## config.mk

```make
export PLATFORM = sky130hd
export DESIGN_NAME = soc_it_slave_master
export DESIGN_NICKNAME = d
export VERILOG_FILES = /design/src/rtl/soc_it_slave_master.sv
export SDC_FILE = /design/constraint.sdc
export NUM_CORES = 1
export LEC_CHECK = 0
export BUFFER_PORTS_ARGS = -buffer_cell sky130_fd_sc_hd__buf_2
export CORE_AREA = 10 10 270 272
export CTS_BUF_LIST = sky130_fd_sc_hd__clkbuf_8
export DETAILED_ROUTE_END_ITERATION = 10
export DIE_AREA = 0 0 280 282
export PLACE_DENSITY = 0.42
export REMOVE_ABC_BUFFERS = 1
export SYNTH_ARGS = -nofsm -noshare
export SYNTH_HDL_FRONTEND = slang
export SYNTH_SLANG_ARGS = --single-unit
export TNS_END_PERCENT = 10
```

## constraint.sdc

```tcl
create_clock -name clk -period 5.1 [get_ports clk]
set_clock_uncertainty 0.15 [all_clocks]
set_input_delay 0 -clock clk [delete_from_list [all_inputs] [get_ports clk]]
set_output_delay 0 -clock clk [all_outputs]
set_load 0.02 [all_outputs]
```

## src/rtl/soc_it_slave_master.sv

```systemverilog
// soc_it_slave_master
// Turns single application commands (with a separate write-beat stream) into
// burst transactions on the SoC-IT slave port. One command is in flight at a
// time. Read beats and a completion pulse are returned to the application.
// Every handshake wait is bounded by TIMEOUT cycles; an expired wait aborts
// the command and reports done_err.

module soc_it_slave_master #(
    parameter int MAX_LEN = 8,
    parameter int TIMEOUT = 1024
) (
    input  logic         clk,
    input  logic         rst,

    input  logic         cmd_valid,
    output logic         cmd_ready,
    input  logic         cmd_write,
    input  logic [63:0]  cmd_address,
    input  logic [3:0]   cmd_id,
    input  logic [3:0]   cmd_len,

    input  logic         wdata_valid,
    output logic         wdata_ready,
    input  logic [127:0] wdata,
    input  logic [15:0]  wdata_be,

    output logic         rdata_valid,
    output logic [127:0] rdata,
    output logic         rdata_last,
    output logic [3:0]   rdata_id,

    output logic         done,
    output logic [3:0]   done_id,
    output logic         done_err,

    output logic [63:0]  slave_address,
    output logic [3:0]   slave_transaction_id,
    output logic         slave_address_valid,
    input  logic         slave_address_ack,

    output logic [3:0]   slave_wrreq,
    input  logic         slave_wrack,
    output logic [15:0]  slave_be,
    output logic [127:0] slave_datain,

    output logic [3:0]   slave_rdreq,
    input  logic         slave_rdack,
    input  logic [127:0] slave_dataout
);

    localparam int WAIT_W = $clog2(TIMEOUT);

    typedef enum logic [2:0] {
        S_IDLE,
        S_ADDR,
        S_WDATA,
        S_RDATA,
        S_DONE
    } state_t;

    state_t state, state_nxt;

    // Command context latched at acceptance
    logic              wr_q;
    logic [63:0]       addr_q;
    logic [3:0]        id_q;
    logic [3:0]        len_q;

    // Progress tracking
    logic [3:0]        beat_cnt;
    logic [WAIT_W-1:0] wait_cnt;
    logic              abort_q;

    // Registered read-beat stream
    logic [127:0]      rdata_q;
    logic              rdata_valid_q;
    logic              rdata_last_q;
    logic [3:0]        rdata_id_q;

    // Per-cycle event strobes decoded by the FSM
    logic [3:0]        len_eff;
    logic              accept;
    logic              addr_hit;
    logic              wbeat;
    logic              rbeat;
    logic              timeout_hit;
    logic              waiting;
    logic              wait_expired;
    logic              last_beat;

    // Effective burst length: zero means one beat, oversize requests clamp
    always_comb begin
        if (cmd_len == 4'd0) begin
            len_eff = 4'd1;
        end else if (cmd_len > 4'(MAX_LEN)) begin
            len_eff = 4'(MAX_LEN);
        end else begin
            len_eff = cmd_len;
        end
    end

    // State register
    always_ff @(posedge clk or negedge rst) begin
        if (!rst) begin
            state <= S_IDLE;
        end else begin
            state <= state_nxt;
        end
    end

    // Next-state decode, slave-port requests and application handshakes
    always_comb begin
        state_nxt           = state;
        cmd_ready           = 1'b0;
        wdata_ready         = 1'b0;
        slave_address_valid = 1'b0;
        slave_wrreq         = 4'd0;
        slave_rdreq         = 4'd0;
        slave_datain        = '0;
        slave_be            = '0;
        done                = 1'b0;
        done_id             = 4'd0;
        done_err            = 1'b0;
        accept              = 1'b0;
        addr_hit            = 1'b0;
        wbeat               = 1'b0;
        rbeat               = 1'b0;
        timeout_hit         = 1'b0;
        waiting             = 1'b0;
        wait_expired        = (wait_cnt == WAIT_W'(TIMEOUT - 1));
        last_beat           = (beat_cnt == 4'd1);

        case (state)
            S_IDLE: begin
                cmd_ready = 1'b1;
                if (cmd_valid) begin
                    accept    = 1'b1;
                    state_nxt = S_ADDR;
                end
            end

            S_ADDR: begin
                waiting             = 1'b1;
                slave_address_valid = 1'b1;
                if (slave_address_ack) begin
                    addr_hit  = 1'b1;
                    state_nxt = wr_q ? S_WDATA : S_RDATA;
                end else if (wait_expired) begin
                    timeout_hit = 1'b1;
                    state_nxt   = S_DONE;
                end
            end

            S_WDATA: begin
                waiting      = 1'b1;
                slave_datain = wdata;
                slave_be     = wdata_be;
                if (wdata_valid) begin
                    slave_wrreq = len_q;
                end
                // A wrack only counts when a beat is actually on offer
                wbeat       = slave_wrack & wdata_valid;
                wdata_ready = wbeat;
                if (wbeat) begin
                    if (last_beat) begin
                        state_nxt = S_DONE;
                    end
                end else if (wait_expired) begin
                    timeout_hit = 1'b1;
                    state_nxt   = S_DONE;
                end
            end

            S_RDATA: begin
                waiting     = 1'b1;
                slave_rdreq = len_q;
                rbeat       = slave_rdack;
                if (rbeat) begin
                    if (last_beat) begin
                        state_nxt = S_DONE;
                    end
                end else if (wait_expired) begin
                    timeout_hit = 1'b1;
                    state_nxt   = S_DONE;
                end
            end

            S_DONE: begin
                done      = 1'b1;
                done_id   = id_q;
                done_err  = abort_q;
                state_nxt = S_IDLE;
            end

            default: begin
                state_nxt = S_IDLE;
            end
        endcase
    end

    // Command context, beat/wait counters, abort flag and read-beat capture
    always_ff @(posedge clk or negedge rst) begin
        if (!rst) begin
            wr_q          <= 1'b0;
            addr_q        <= '0;
            id_q          <= 4'd0;
            len_q         <= 4'd0;
            beat_cnt      <= 4'd0;
            wait_cnt      <= '0;
            abort_q       <= 1'b0;
            rdata_q       <= '0;
            rdata_valid_q <= 1'b0;
            rdata_last_q  <= 1'b0;
            rdata_id_q    <= 4'd0;
        end else begin
            rdata_valid_q <= 1'b0;
            rdata_last_q  <= 1'b0;

            if (accept) begin
                wr_q     <= cmd_write;
                addr_q   <= cmd_address;
                id_q     <= cmd_id;
                len_q    <= len_eff;
                abort_q  <= 1'b0;
                wait_cnt <= '0;
            end

            // Any accepted ack restarts the wait window
            if (addr_hit) begin
                beat_cnt <= len_q;
                wait_cnt <= '0;
            end else if (wbeat || rbeat) begin
                beat_cnt <= beat_cnt - 4'd1;
                wait_cnt <= '0;
            end else if (timeout_hit) begin
                abort_q <= 1'b1;
            end else if (waiting) begin
                wait_cnt <= wait_cnt + WAIT_W'(1);
            end

            if (rbeat) begin
                rdata_q       <= slave_dataout;
                rdata_valid_q <= 1'b1;
                rdata_last_q  <= last_beat;
                rdata_id_q    <= id_q;
            end
        end
    end

    assign slave_address        = addr_q;
    assign slave_transaction_id = id_q;
    assign rdata                = rdata_q;
    assign rdata_valid          = rdata_valid_q;
    assign rdata_last           = rdata_last_q;
    assign rdata_id             = rdata_id_q;

endmodule

```

Word level (Yosys, flattened, before mapping)
Cells that the tools add are included.
Widths: inputs -> output; s select.
{"block": "totals", "register_bits": 225, "in_bits": 352, "out_inout_bits": 363}
{"block": "op_classes", "add_sub_neg": 2, "magnitude_cmp": 1, "eq_ne": 7, "n_mux": 45, "n_bitwise": 1, "n_reduce_logical": 5}
{"op": "$mux 128", "count": 1}
{"op": "$mux 10", "count": 5}
{"op": "$mux 4", "count": 8}
{"op": "$mux 1", "count": 22}
{"op": "$mux 3", "count": 6}
{"op": "$mux 16", "count": 1}
{"op": "$pmux 3 s4", "count": 1}
{"op": "$add 10x1->10 const B", "count": 1}
{"op": "$eq 10x10->1 const B", "count": 1}
{"op": "$eq 3x2->1 const B", "count": 2}
{"op": "$eq 4x1->1 const B", "count": 1}
{"op": "$gt 4x4->1 const B", "count": 1}
{"op": "$logic_not 4->1", "count": 1}
{"op": "$sub 4x1->4 const B", "count": 1}
{"op": "$eq 3x1->1 const B", "count": 1}
{"op": "$eq 3x3->1 const B", "count": 1}
{"op": "$logic_not 3->1", "count": 1}
{"op": "$pmux 1 s3", "count": 1}
{"op": "$reduce_or 3->1", "count": 1}
{"op": "$ne 2x2->1 const B", "count": 1}
{"op": "$reduce_bool 2->1", "count": 1}
{"op": "$and 1x1->1", "count": 1}
{"op": "$logic_or 1x1->1", "count": 1}

Logic depth before layout (Yosys ltp)
Gate-level depths: netlist of the first run.
{"block": "logic_depth", "depth_word": 7, "mapped_depth": 7}

Least setup slack after synthesis of the first run
Ideal clock, no wire load.
{"block": "synth_path", "path_kind": "reg2reg", "startpoint": "register state[1]", "endpoint": "register wait_cnt[0]", "setup_ps": 118, "t_arrival_ps": 1854, "slack_ps": 2978, "stages_incl_launch_ff": 6, "path_buffers": 1, "cell_sequence": "dfrtp_1 -> buf_2 -> nor3_1 -> nand2_1 -> a22oi_2 -> a2bb2o_4"}
{"block": "synth_between", "elab_chain_len": 7, "word_cells_on_any_way": 17}
{"item": "start, declared", "line": "61", "text": "state_t state, state_nxt;"}
{"item": "start signal, assigned", "line": "107", "text": "state <= state_nxt;"}
{"item": "$eq 3x2->1, or another cell as far along", "line": "133", "text": "case (state)"}
{"item": "$reduce_or 3->1 (no source line) / $mux 1 (equally long branches)"}
{"item": "$mux 1 / $mux 10 (equally long branches)", "line": "133, 219"}
{"item": "$mux 10", "line": "237", "text": "end else if (waiting) begin"}
{"item": "$mux 10", "line": "235", "text": "end else if (timeout_hit) begin"}
{"item": "$mux 10", "line": "232", "text": "end else if (wbeat || rbeat) begin"}
{"item": "$mux 10 (*)", "line": "229", "text": "if (addr_hit) begin"}
{"item": "end signal, assigned", "line": "238", "text": "wait_cnt <= wait_cnt + WAIT_W'(1);"}
{"item": "end, declared", "line": "71", "text": "logic [WAIT_W-1:0] wait_cnt;"}
Mark *: on every way between the ends. The rest lies on a longest branch, timed or not.
A chain may end at the register's enable or synchronous reset.

Worst setup path in the final report of the first run
{"block": "layout_path", "startpoint": "register state[2]", "endpoint": "register rdata_q[73], in the netlist rdata[73]"}
{"block": "layout_between", "elab_chain_len": 2}
{"item": "$eq 3x2->1", "line": "133"}
{"item": "$mux 1", "line": "133"}
{"item": "end signal, assigned", "line": "242", "text": "rdata_q <= slave_dataout;"}
{"item": "end, declared", "line": "75", "text": "logic [127:0] rdata_q;"}
No other way between the ends.

==> metrics, run 1 <==
run status complete, no violations; DP Wirelength 41350 microns; via/cell ratio 3.875; P per Cell Area 523.1 nW/um^2; min cycle time layout 3.426 ns; Yosys cell types 49; largest net degree at the start of global routing 153; RD Place Congestion 0.9615; Placed Cells incl. Taps 2725; clock-pin slew on the worst setup and hold paths 0.07 ns; Period Utilization, post-route 67.17%; first-pass iteration count of the detailed router 5; Critical Path Start Type register; Die W 280 microns; FF+latch count, synth 225; CP startpoint state[2]; Die H 282 microns; total core area 67750 sq um; Total Power 10.29 mW; Hold WS 0.08908 ns; Synth Instances 1189; worst min path class input port to register; CTS buffer count 45; Worst-Margin Slew 0.9609 ns; worst rel slew slack 35.94%; cell chosen for the clock root clkbuf_8; Placed Area 14510 sq um; sequential power share 30.1%; TritonCTS clock tree yes; mux cell area share after synthesis 0.09988%; Syn Area/Cell 8.429 sq um; Compound-Gate Fraction of Synth Area 2.759%; final hold vios 0; register area share after synthesis 56.18%; Sw Ratio 47.60%; P_int 5.392 mW; Port Buf Inserts 714; crit-path max FO 49; Main synth FF type dfrtp_1; post-cts sizing count 0; vias in the first global route 13340; Worst EP arrival 3.80 ns; Area Growth Syn to Fin 96.29%; Post-Synth Adder-Cell Area 0.3745%; worst setup path category register to register; Yosys top cell by area dfrtp_1; max-slew violation count 0; GRT Resource Usage Total 13.45%; initial antenna violation count 12; Final TNS setup 0 ns; Post-synth EDFFs 0; Req. time, crit path 5.47 ns; unrepaired setup endpoints after global routing no; P_sw 4.899 mW; final WL 56570 microns; top-count cell post-synth nand2_1; wire per inst 17.51 microns; Comb power frac 52.1%; post-route cell area 19670 sq um; Starting Density 14.79%; CTS max path bufs 3; Synth area leaders dfrtp_1, nand2_1, and2_1; initial DRC count 522; # Max-Cap Violations 0; ANT nets after route 0; XOR/XNOR share of the synthesized area 0.2622%; Post-Synthesis Cell Area 10020 sq um; TritonCTS Sinks 225; final number of setup-violating endpoints 0; largest family of logic cells by synthesized area simple AND/OR/NAND/NOR gates; Post-synth top cells nand2_1, dfrtp_1, and2_1; clock latency on the worst-skew pair 0.60 ns; leakage power 10.73 nW; hold path startpoint slave_dataout[104]; first-pass GRT wire length 82610 microns; Crit. End Element register; DIE AREA 78960 sq um; clock share of power 17.8%; # rows 96; FMAX 0.2919 GHz; Yosys top cell area share 56.18%; Setup Fix Bufs, Post-CTS 0; DRC viols 0; Nets 2673; routed vias 12520; RR Startpoint state[2]; I/O pins 715; fin cells 3230; Peak VDD IR 0.2743 mV; layout cell share with drive strength beyond 1 33.99%; Simple-Gate Fraction of Synth Area 36.77%; async set-reset flop share out of synthesis 100.0%; GR Overflow Total 0; YS warnings 0; H-tree Lvls 2
[state kept, by name, indices dropped and copies added, names as in the netlist]
register              flops
wait_cnt                 10
state                     3
len_q                     4
rdata_valid               1
beat_cnt                  4
rdata_last                1
slave_transaction_id      4
abort_q                   1
rdata                   128
rdata_id                  4
slave_address            64
wr_q                      1
[timing repair]
| action | 4_1_cts | 5_1_grt |
|---|---|---|
| hold buffers | 428 | 0 |
| endpoints found under the hold margin | 444 | 0 |
| setup endpoints to repair | 0 | 0 |
[logic make-up (layout without fill, tap and decap cells)]
group           after synthesis  after routing
buf+inv                      82           1238
compound gates               34             34
flops                       225            225
fa+ha+maj                     3              3
mux                           1              1
xor+xnor                      3              3
simple gates                841            841
other cells                   0              3
[power by group through the flow]
stage | sequential (mW) | combinational, mW | clock (mW)
final | 3.10 | 5.37 | 1.83
after global routing | 3.20 | 5.82 | 2.01
after CTS | 3.09 | 5.43 | 1.95
after detailed placement | 3.10 | 5.08 | 0
after global placement | 3.10 | 5.03 | 0
after floorplan | 3.94 | 2.02 | 0
[cells in the final DEF (no fill, tap or decap), types with 2 or more instances in the layout]
master and n:
nand2_1 628, xnor2_1 2, buf_4 7, dlygate4sd3_1 427, inv_1 26, diode_2 3
o211ai_1 3, a21oi_1 3, o21ai_0 8, and3_1 16, nor3_1 8, nand2b_1 2
nand4_1 3, a311oi_1 2, dfrtp_1 225, clkinv_2 3, nor4_1 3, o221ai_1 4
nand3_1 12, clkbuf_8 54, o22ai_1 3, inv_12 2, buf_2 713, nor2_1 10
nand3b_1 2, and2_1 145, ha_1 3
[final timing paths]
kind                          endpoint  slack (ns)  depth (start not counted)
setup reg to reg             rdata[73]        1.67                          6
setup / recovery             rdata[73]        1.67                          6
min in group asynchronous    rdata[98]        0.39                          4
hold / removal              rdata[104]        0.09                          4
max in group asynchronous  wait_cnt[2]        3.49                          4
hold reg to reg             rdata[115]        0.31                          2
[through the flow]
stage	util [%]	worst slack, ns
3_5_place_dp	21.41	1.651
3_3_place_gp	21.41	1.775
6_report	29.04	1.674
5_1_grt	29.04	1.283
2_1_floorplan	-	0.4051
4_1_cts	29.03	1.638
[layer usage]
metal,wire length [microns],part of all wire (%),vias to the layer above,global-route usage (%)
met5,58,0.10,-,0
met4,2032,3.6,10,5.461
met3,4637,8.2,121,4.319
met2,29020,51,516,24.42
met1,20820,37,5936,14.17
li1,-,-,5934,-
[area by class of cell]
type / count / area [sq um]
Fill cell: 7256 / 48070
Timing Repair Buffer: 1150 / 7958
Sequential cell: 225 / 5630
Multi-Input combinational cell: 882 / 4060
Tap cell: 882 / 1104
Clock buffer: 54 / 743.2
Clock inverter: 20 / 115.1
Inverter: 14 / 55.05
Antenna cell: 3 / 7.507
[critical path, cell delays in order, from the launching register on]
cell and delay [ns]:
dfrtp_1 0.70, nor2b_2 0.43, nand3_4 0.56, inv_4 0.61
buf_4 0.58, nand2_1 0.14, nand2_1 0.09
Note: power is estimated with default switching activity, not from simulation.
==> inputs of run 2 (changes only) <==
--- a/config.mk
+++ b/config.mk
@@ -6,10 +6,10 @@
 export NUM_CORES = 1
 export LEC_CHECK = 0
 export BUFFER_PORTS_ARGS = -buffer_cell sky130_fd_sc_hd__buf_2
-export CORE_AREA = 10 10 270 272
+export CORE_AREA = 10 10 267 269
 export CTS_BUF_LIST = sky130_fd_sc_hd__clkbuf_8
 export DETAILED_ROUTE_END_ITERATION = 10
-export DIE_AREA = 0 0 280 282
+export DIE_AREA = 0 0 277 279
 export PLACE_DENSITY = 0.42
 export REMOVE_ABC_BUFFERS = 1
 export SYNTH_ARGS = -nofsm -noshare
==> constraint.sdc (replaced) <==
create_clock -name clk -period 3.5 [get_ports clk]
set_clock_uncertainty 0.15 [all_clocks]
set_input_delay 0 -clock clk [delete_from_list [all_inputs] [get_ports clk]]
set_output_delay 0 -clock clk [all_outputs]
set_load 0.02 [all_outputs]
==> metrics, run 2 (same netlist as run 1, synthesis figures left out) <==
Starting Density 15.27%; layout cell share with drive strength beyond 1 32.81%; Worst-Margin Slew 0.8784 ns; worst min path class input port to register; worst rel slew slack 41.44%; Final Core Density 31.99%; Crit. End Element register; CTS max path bufs 3; final number of setup-violating endpoints 0; Hold WS 0.09734 ns; RD Place Congestion 0.9203; DP Wirelength 41010 microns; first-pass GRT wire length 86790 microns; Area Growth Syn to Fin 109.5%; post-cts sizing count 0; Nets 2790; Die W 277 microns; TritonCTS clock tree yes; clock latency on the worst-skew pair 0.60 ns; vias in the first global route 14250; Req. time, crit path 3.89 ns; P_int 8.713 mW; Sw Ratio 45.49%; via/cell ratio 3.945; initial DRC count 550; first-pass iteration count of the detailed router 5; clock share of power 18.0%; RR Endpoint rdata[64]; leakage power 11.20 nW; Hold Buf Count CTS 540; commonest cells after routing, fill and taps aside buf_2, nand2_1, dlygate4sd3_1; CP startpoint state[2]; reg2reg setup slack 0.32 ns; commonest non-fill, non-tap cell in the layout buf_2; GR Overflow Total 0; # Max-Cap Violations 0; P_sw 7.271 mW; ANT nets after route 0; Die H 279 microns; Total Power 15.98 mW; Peak VDD IR 0.3874 mV; area of the multi-input gates 4060 sq um; clock-pin slew on the worst setup and hold paths 0.05 ns; max reg flops 128; GRT Resource Usage Total 14.22%; max-slew violation count 0; initial antenna violation count 8; Period Utilization, post-route 90.74%; P per Cell Area 761.5 nW/um^2; final hold vios 0; Comb power frac 53.8%; crit-path max FO 24; unrepaired setup endpoints after global routing no; Register Area 5630 sq um; TritonCTS Sinks 225; H-tree Lvls 2; DRC viols 0; DIE AREA 77280 sq um; FMAX 0.3149 GHz; FF-to-FF path depth 7; largest net degree at the start of global routing 147; Port Buf Inserts 714; total core area 65630 sq um; routed vias 13160; run status complete, no violations; wire per inst 17.31 microns; CTS buffer count 47; sequential power share 28.2%; RR Startpoint state[2]; I/O pins 715; Setup crit end rdata[64]; Critical Path Start Type register; filler instances 6854; cell chosen for the clock root clkbuf_8; min cycle time layout 3.176 ns; final WL 57750 microns; Worst EP arrival 3.56 ns; Setup Fix Bufs, Post-CTS 0; worst setup path category register to register; # rows 94
-- run 2: cell types whose count changed in the layout (fill, tap and decap cells not counted) --
cell	delta
inv_12	-1
clkinv_2	+3
dlygate4sd3_1	+112
buf_12	+7
bufinv_16	+1
clkbuf_8	+7
buf_4	-4
inv_8	-1
inv_1	-3
diode_2	+3
-- run 2: layout make-up --
| class | count | area share, % |
|---|---|---|
| timing repair buffer | 1265 | 43.77 |
| clock buffer | 61 | 4.000 |
| inverter | 14 | 0.2623 |
| tap | 864 | 5.150 |
| antenna | 6 | 0.07153 |
| sequential | 225 | 26.82 |
| clock inverter | 19 | 0.5782 |
| multi-input combinational | 882 | 19.34 |
-- run 2: metrics by stage --
stage               instances  cell area (sq um)  setup TNS [ns]  setup WS, ns
floorplan                1121               9718         -229.39        -1.195
global placement         2710              14590               0         1.025
CTS                      3330              20980               0        0.3207
finish                   3336              20990               0        0.3242
global route             3336              20990               0       0.07655
detailed placement       2710              14590               0        0.9541
-- run 2: power by group through the flow --
stage / logic (mW) / registers, mW / clock network [mW]
global route: 9.31 / 4.65 / 3.15
floorplan: 2.94 / 5.74 / 0
CTS: 8.64 / 4.48 / 3.04
finish: 8.60 / 4.50 / 2.88
global placement: 7.40 / 4.48 / 0
detailed placement: 7.48 / 4.49 / 0
-- run 2: worst min-delay path by stage --
| stage | from | end | slack (ns) | cells after the start |
|---|---|---|---|---|
| 2_1_floorplan | rst | abort_q | -0.45 | 0 |
| 3_3_place_gp | rst | rdata[110] | -0.07 | 1 |
| 3_5_place_dp | rst | rdata[31] | -0.07 | 1 |
| 4_1_cts | cmd_len[0] | len_q[0] | 0.006 | 4 |
| 5_1_grt | cmd_address[4] | slave_address[4] | 0.06 | 4 |
| 6_report | cmd_address[4] | slave_address[4] | 0.1 | 4 |
-- run 2: critical path: stages, from the launching register on --
cell and delay (ns):
dfrtp_1 0.70, nor2b_2 0.43, nand3_4 0.38, inv_4 0.27, nand2_1 0.07, dlygate4sd3_1 0.55
nand2_1 0.06, dlygate4sd3_1 0.54
-- run 2: layer usage --
metal | track usage [%] | vias up | share of wire (%)
met5 | 0 | - | 0
met4 | 6.927 | 0 | 4.6
met3 | 4.193 | 148 | 7.4
met2 | 25.69 | 589 | 51
met1 | 14.92 | 6261 | 37
li1 | - | 6161 | -
==> inputs of run 3 (changes only) <==
==> constraint.sdc (replaced) <==
create_clock -name clk -period 3.1 [get_ports clk]
set_clock_uncertainty 0.15 [all_clocks]
set_input_delay 0 -clock clk [delete_from_list [all_inputs] [get_ports clk]]
set_output_delay 0 -clock clk [all_outputs]
set_load 0.02 [all_outputs]
==> metrics, run 3 <==
Port Buf Inserts 714; I/O pins 715; TritonCTS Sinks 225; Synth area leaders dfrtp_1, nand2_1, and2_1; Failed at clock tree synthesis (4_1_cts); run status aborted with a tool error; async set-reset flop share out of synthesis 100.0%; CTS max path bufs 3; FF+latch count, synth 225; cell chosen for the clock root clkbuf_8; stop err [ERROR RSZ-0060] Max buffer count reached.; register area share after synthesis 56.18%; DP Wirelength 40580 microns; post-cts sizing count 0; Main synth FF type dfrtp_1; YS warnings 0; Setup Fix Bufs, Post-CTS 0; Post-synth EDFFs 0; H-tree Lvls 2; # rows 94; Post-Synthesis Cell Area 10020 sq um; RD Place Congestion 0.9440; Yosys top cell area share 56.18%; Yosys top cell by area dfrtp_1; Post-synth top cells nand2_1, dfrtp_1, and2_1; Hold Buf Count CTS 563; CTS buffer count 45; Placed Area 14600 sq um; Placement Setup Slack 0.7060 ns; Synth Instances 1189; Die H 279 microns; Yosys cell types 49; Starting Density 15.27%; Die W 277 microns; top-count cell post-synth nand2_1; Syn Area/Cell 8.429 sq um
-- run 3: cell families after synthesis --
kind of cell | after synthesis | share of synthesized area, %
compound gates | 34 | 2.759
xor+xnor | 3 | 0.2622
fa+ha+maj | 3 | 0.3746
buf+inv | 82 | 3.558
flops | 225 | 56.18
mux | 1 | 0.09988
simple gates | 841 | 36.77
-- run 3: per-stage QoR --
| stage | setup TNS (ns) | instances |
|---|---|---|
| global placement | 0 | 2714 |
| detailed placement | 0 | 2714 |
| floorplan | -375.79 | 1121 |
==> inputs of run 4 (changes only) <==
--- a/config.mk
+++ b/config.mk
@@ -6,11 +6,10 @@
 export NUM_CORES = 1
 export LEC_CHECK = 0
 export BUFFER_PORTS_ARGS = -buffer_cell sky130_fd_sc_hd__buf_2
-export CORE_AREA = 10 10 267 269
-export CTS_BUF_LIST = sky130_fd_sc_hd__clkbuf_8
+export CORE_AREA = 10 10 273 275
 export DETAILED_ROUTE_END_ITERATION = 10
-export DIE_AREA = 0 0 277 279
-export PLACE_DENSITY = 0.42
+export DIE_AREA = 0 0 283 285
+export PLACE_DENSITY_LB_ADDON = 0.15
 export REMOVE_ABC_BUFFERS = 1
 export SYNTH_ARGS = -nofsm -noshare
 export SYNTH_HDL_FRONTEND = slang
==> metrics, run 4 (same netlist as run 1, synthesis figures left out) <==
Hold WS 0.03498 ns; Port Buf Inserts 714; Peak VDD IR 0.4069 mV; Die W 283 microns; TritonCTS Sinks 225; via/cell ratio 3.733; worst min path class input port to register; clock share of power 19.1%; first-pass iteration count of the detailed router 4; DIE AREA 80660 sq um; GRT Resource Usage Total 13.68%; P per Cell Area 885.0 nW/um^2; I/O pins 715; min cycle time layout 2.946 ns; first-pass GRT wire length 86800 microns; FMAX 0.3395 GHz; reg2reg setup slack 0.15 ns; commonest non-fill, non-tap cell in the layout buf_2; Req. time, crit path 3.45 ns; clock-pin slew on the worst setup and hold paths 0.06 ns; GR Overflow Total 0; worst setup path category register to register; final hold vios 0; CTS buffer count 30; max-slew violation count 0; Worst-Margin Slew 0.7178 ns; TritonCTS clock tree yes; vias in the first global route 13600; Area Growth Syn to Fin 107.1%; DP Wirelength 43000 microns; crit-path max FO 37; wire per inst 17.53 microns; FF-to-FF path depth 8; Hold Path End rdata[74]; CTS max path bufs 3; Crit. End Element register; max incr delay on CP 0.57 ns; final WL 58750 microns; worst rel slew slack 52.15%; CP Cell Sequence buf_4, nor4b_4, buf_4, clkbuf_16, nand2_1, dlygate4sd3_1, nand2_1, dlygate4sd3_1; slowest CP cell dlygate4sd3_1; Starting Density 14.46%; Total Power 18.37 mW; DRC viols 0; H-tree Lvls 1; P_int 10.12 mW; max reg flops 128; Placed Cells incl. Taps 2791; layout cell share with drive strength beyond 1 32.86%; RR Endpoint slave_address[60]; unrepaired setup endpoints after global routing yes; total core area 69300 sq um; Final TNS setup 0 ns; Comb power frac 53.7%; P_sw 8.250 mW; ANT nets after route 0; RR Startpoint state[0]; largest net degree at the start of global routing 125; initial antenna violation count 5; clock latency on the worst-skew pair 0.58 ns; routed vias 12510; fin cells 3351; hold depth 4; WP buf/inv 5; initial DRC count 491; # Max-Cap Violations 0; Die H 285 microns; Worst path top cell family by delay buffers and inverters; Worst EP arrival 3.29 ns; hold path startpoint slave_dataout[74]; leakage power 10.96 nW; run status complete, no violations; Nets 2741; Final Core Density 29.95%; final number of setup-violating endpoints 0; # rows 97; RD Place Congestion 0.9469; cell chosen for the clock root clkbuf_16; Sw Ratio 44.91%; sequential power share 27.2%; Period Utilization, post-route 95.02%; commonest cells after routing, fill and taps aside buf_2, nand2_1, dlygate4sd3_1; Critical Path Start Type register
-- run 4: power by group through the flow --
| stage | registers, mW | logic [mW] | clock network [mW] |
|---|---|---|---|
| finish | 5.00 | 9.86 | 3.51 |
| global route | 5.20 | 10.7 | 3.79 |
| CTS | 5.02 | 9.94 | 3.68 |
| detailed placement | 5.04 | 8.58 | 0 |
| global placement | 5.03 | 8.56 | 0 |
| floorplan | 6.48 | 3.32 | 0 |
-- run 4: worst max-delay path by stage --
| stage | startpoint | to | slack (ns) | depth (start not counted) |
|---|---|---|---|---|
| 2_1_floorplan | state[2] | wait_cnt[0] | -1.59 | 6 |
| 3_3_place_gp | state[1] | rdata[48] | 0.74 | 6 |
| 3_5_place_dp | state[1] | rdata[117] | 0.62 | 6 |
| 4_1_cts | state[0] | slave_datain[89] | 0.03 | 5 |
| 5_1_grt | state[1] | beat_cnt[3] | -0.003 | 7 |
| 6_report | state[0] | slave_address[60] | 0.15 | 8 |
-- run 4: timing repair --
action | in CTS | in global routing
setup endpoints to repair | 0 | 169
buffers inserted | 0 | 1
endpoints found under the hold margin | 448 | 0
hold buffers | 501 | 0
gates resized for setup | 0 | 6
-- run 4: final cells by class --
cell class	count	area [sq um]
Antenna cell	1	2.502
Clock buffer	42	815.8
Clock inverter	14	161.4
Fill cell	7497	48540
Inverter	14	57.56
Multi-Input combinational cell	882	4065
Sequential cell	225	5630
Tap cell	940	1176
Timing Repair Buffer	1233	8847
-- run 4: layer usage --
| layer | routed length (microns) | vias up | global-route usage (%) |
|---|---|---|---|
| met2 | 30720 | 441 | 25.60 |
| met5 | 0 | - | 0 |
| li1 | - | 6063 | - |
| met4 | 2338 | 0 | 5.415 |
| met3 | 3463 | 102 | 3.038 |
| met1 | 22220 | 5903 | 14.70 |
-- run 4: worst min-delay path: cells and delay by family --
kind	cells	cell delay (ns)
buffers and inverters	2	0.64
and+or+nand+nor	2	0.09
-- run 4: stage by stage --
stage,worst slack [ns],area [sq um]
after CTS,0.03316,20710
after global placement,0.7372,14710
final,0.1543,20760
after detailed placement,0.6207,14710
after floorplan,-1.595,9718
after global routing,-0.003482,20760
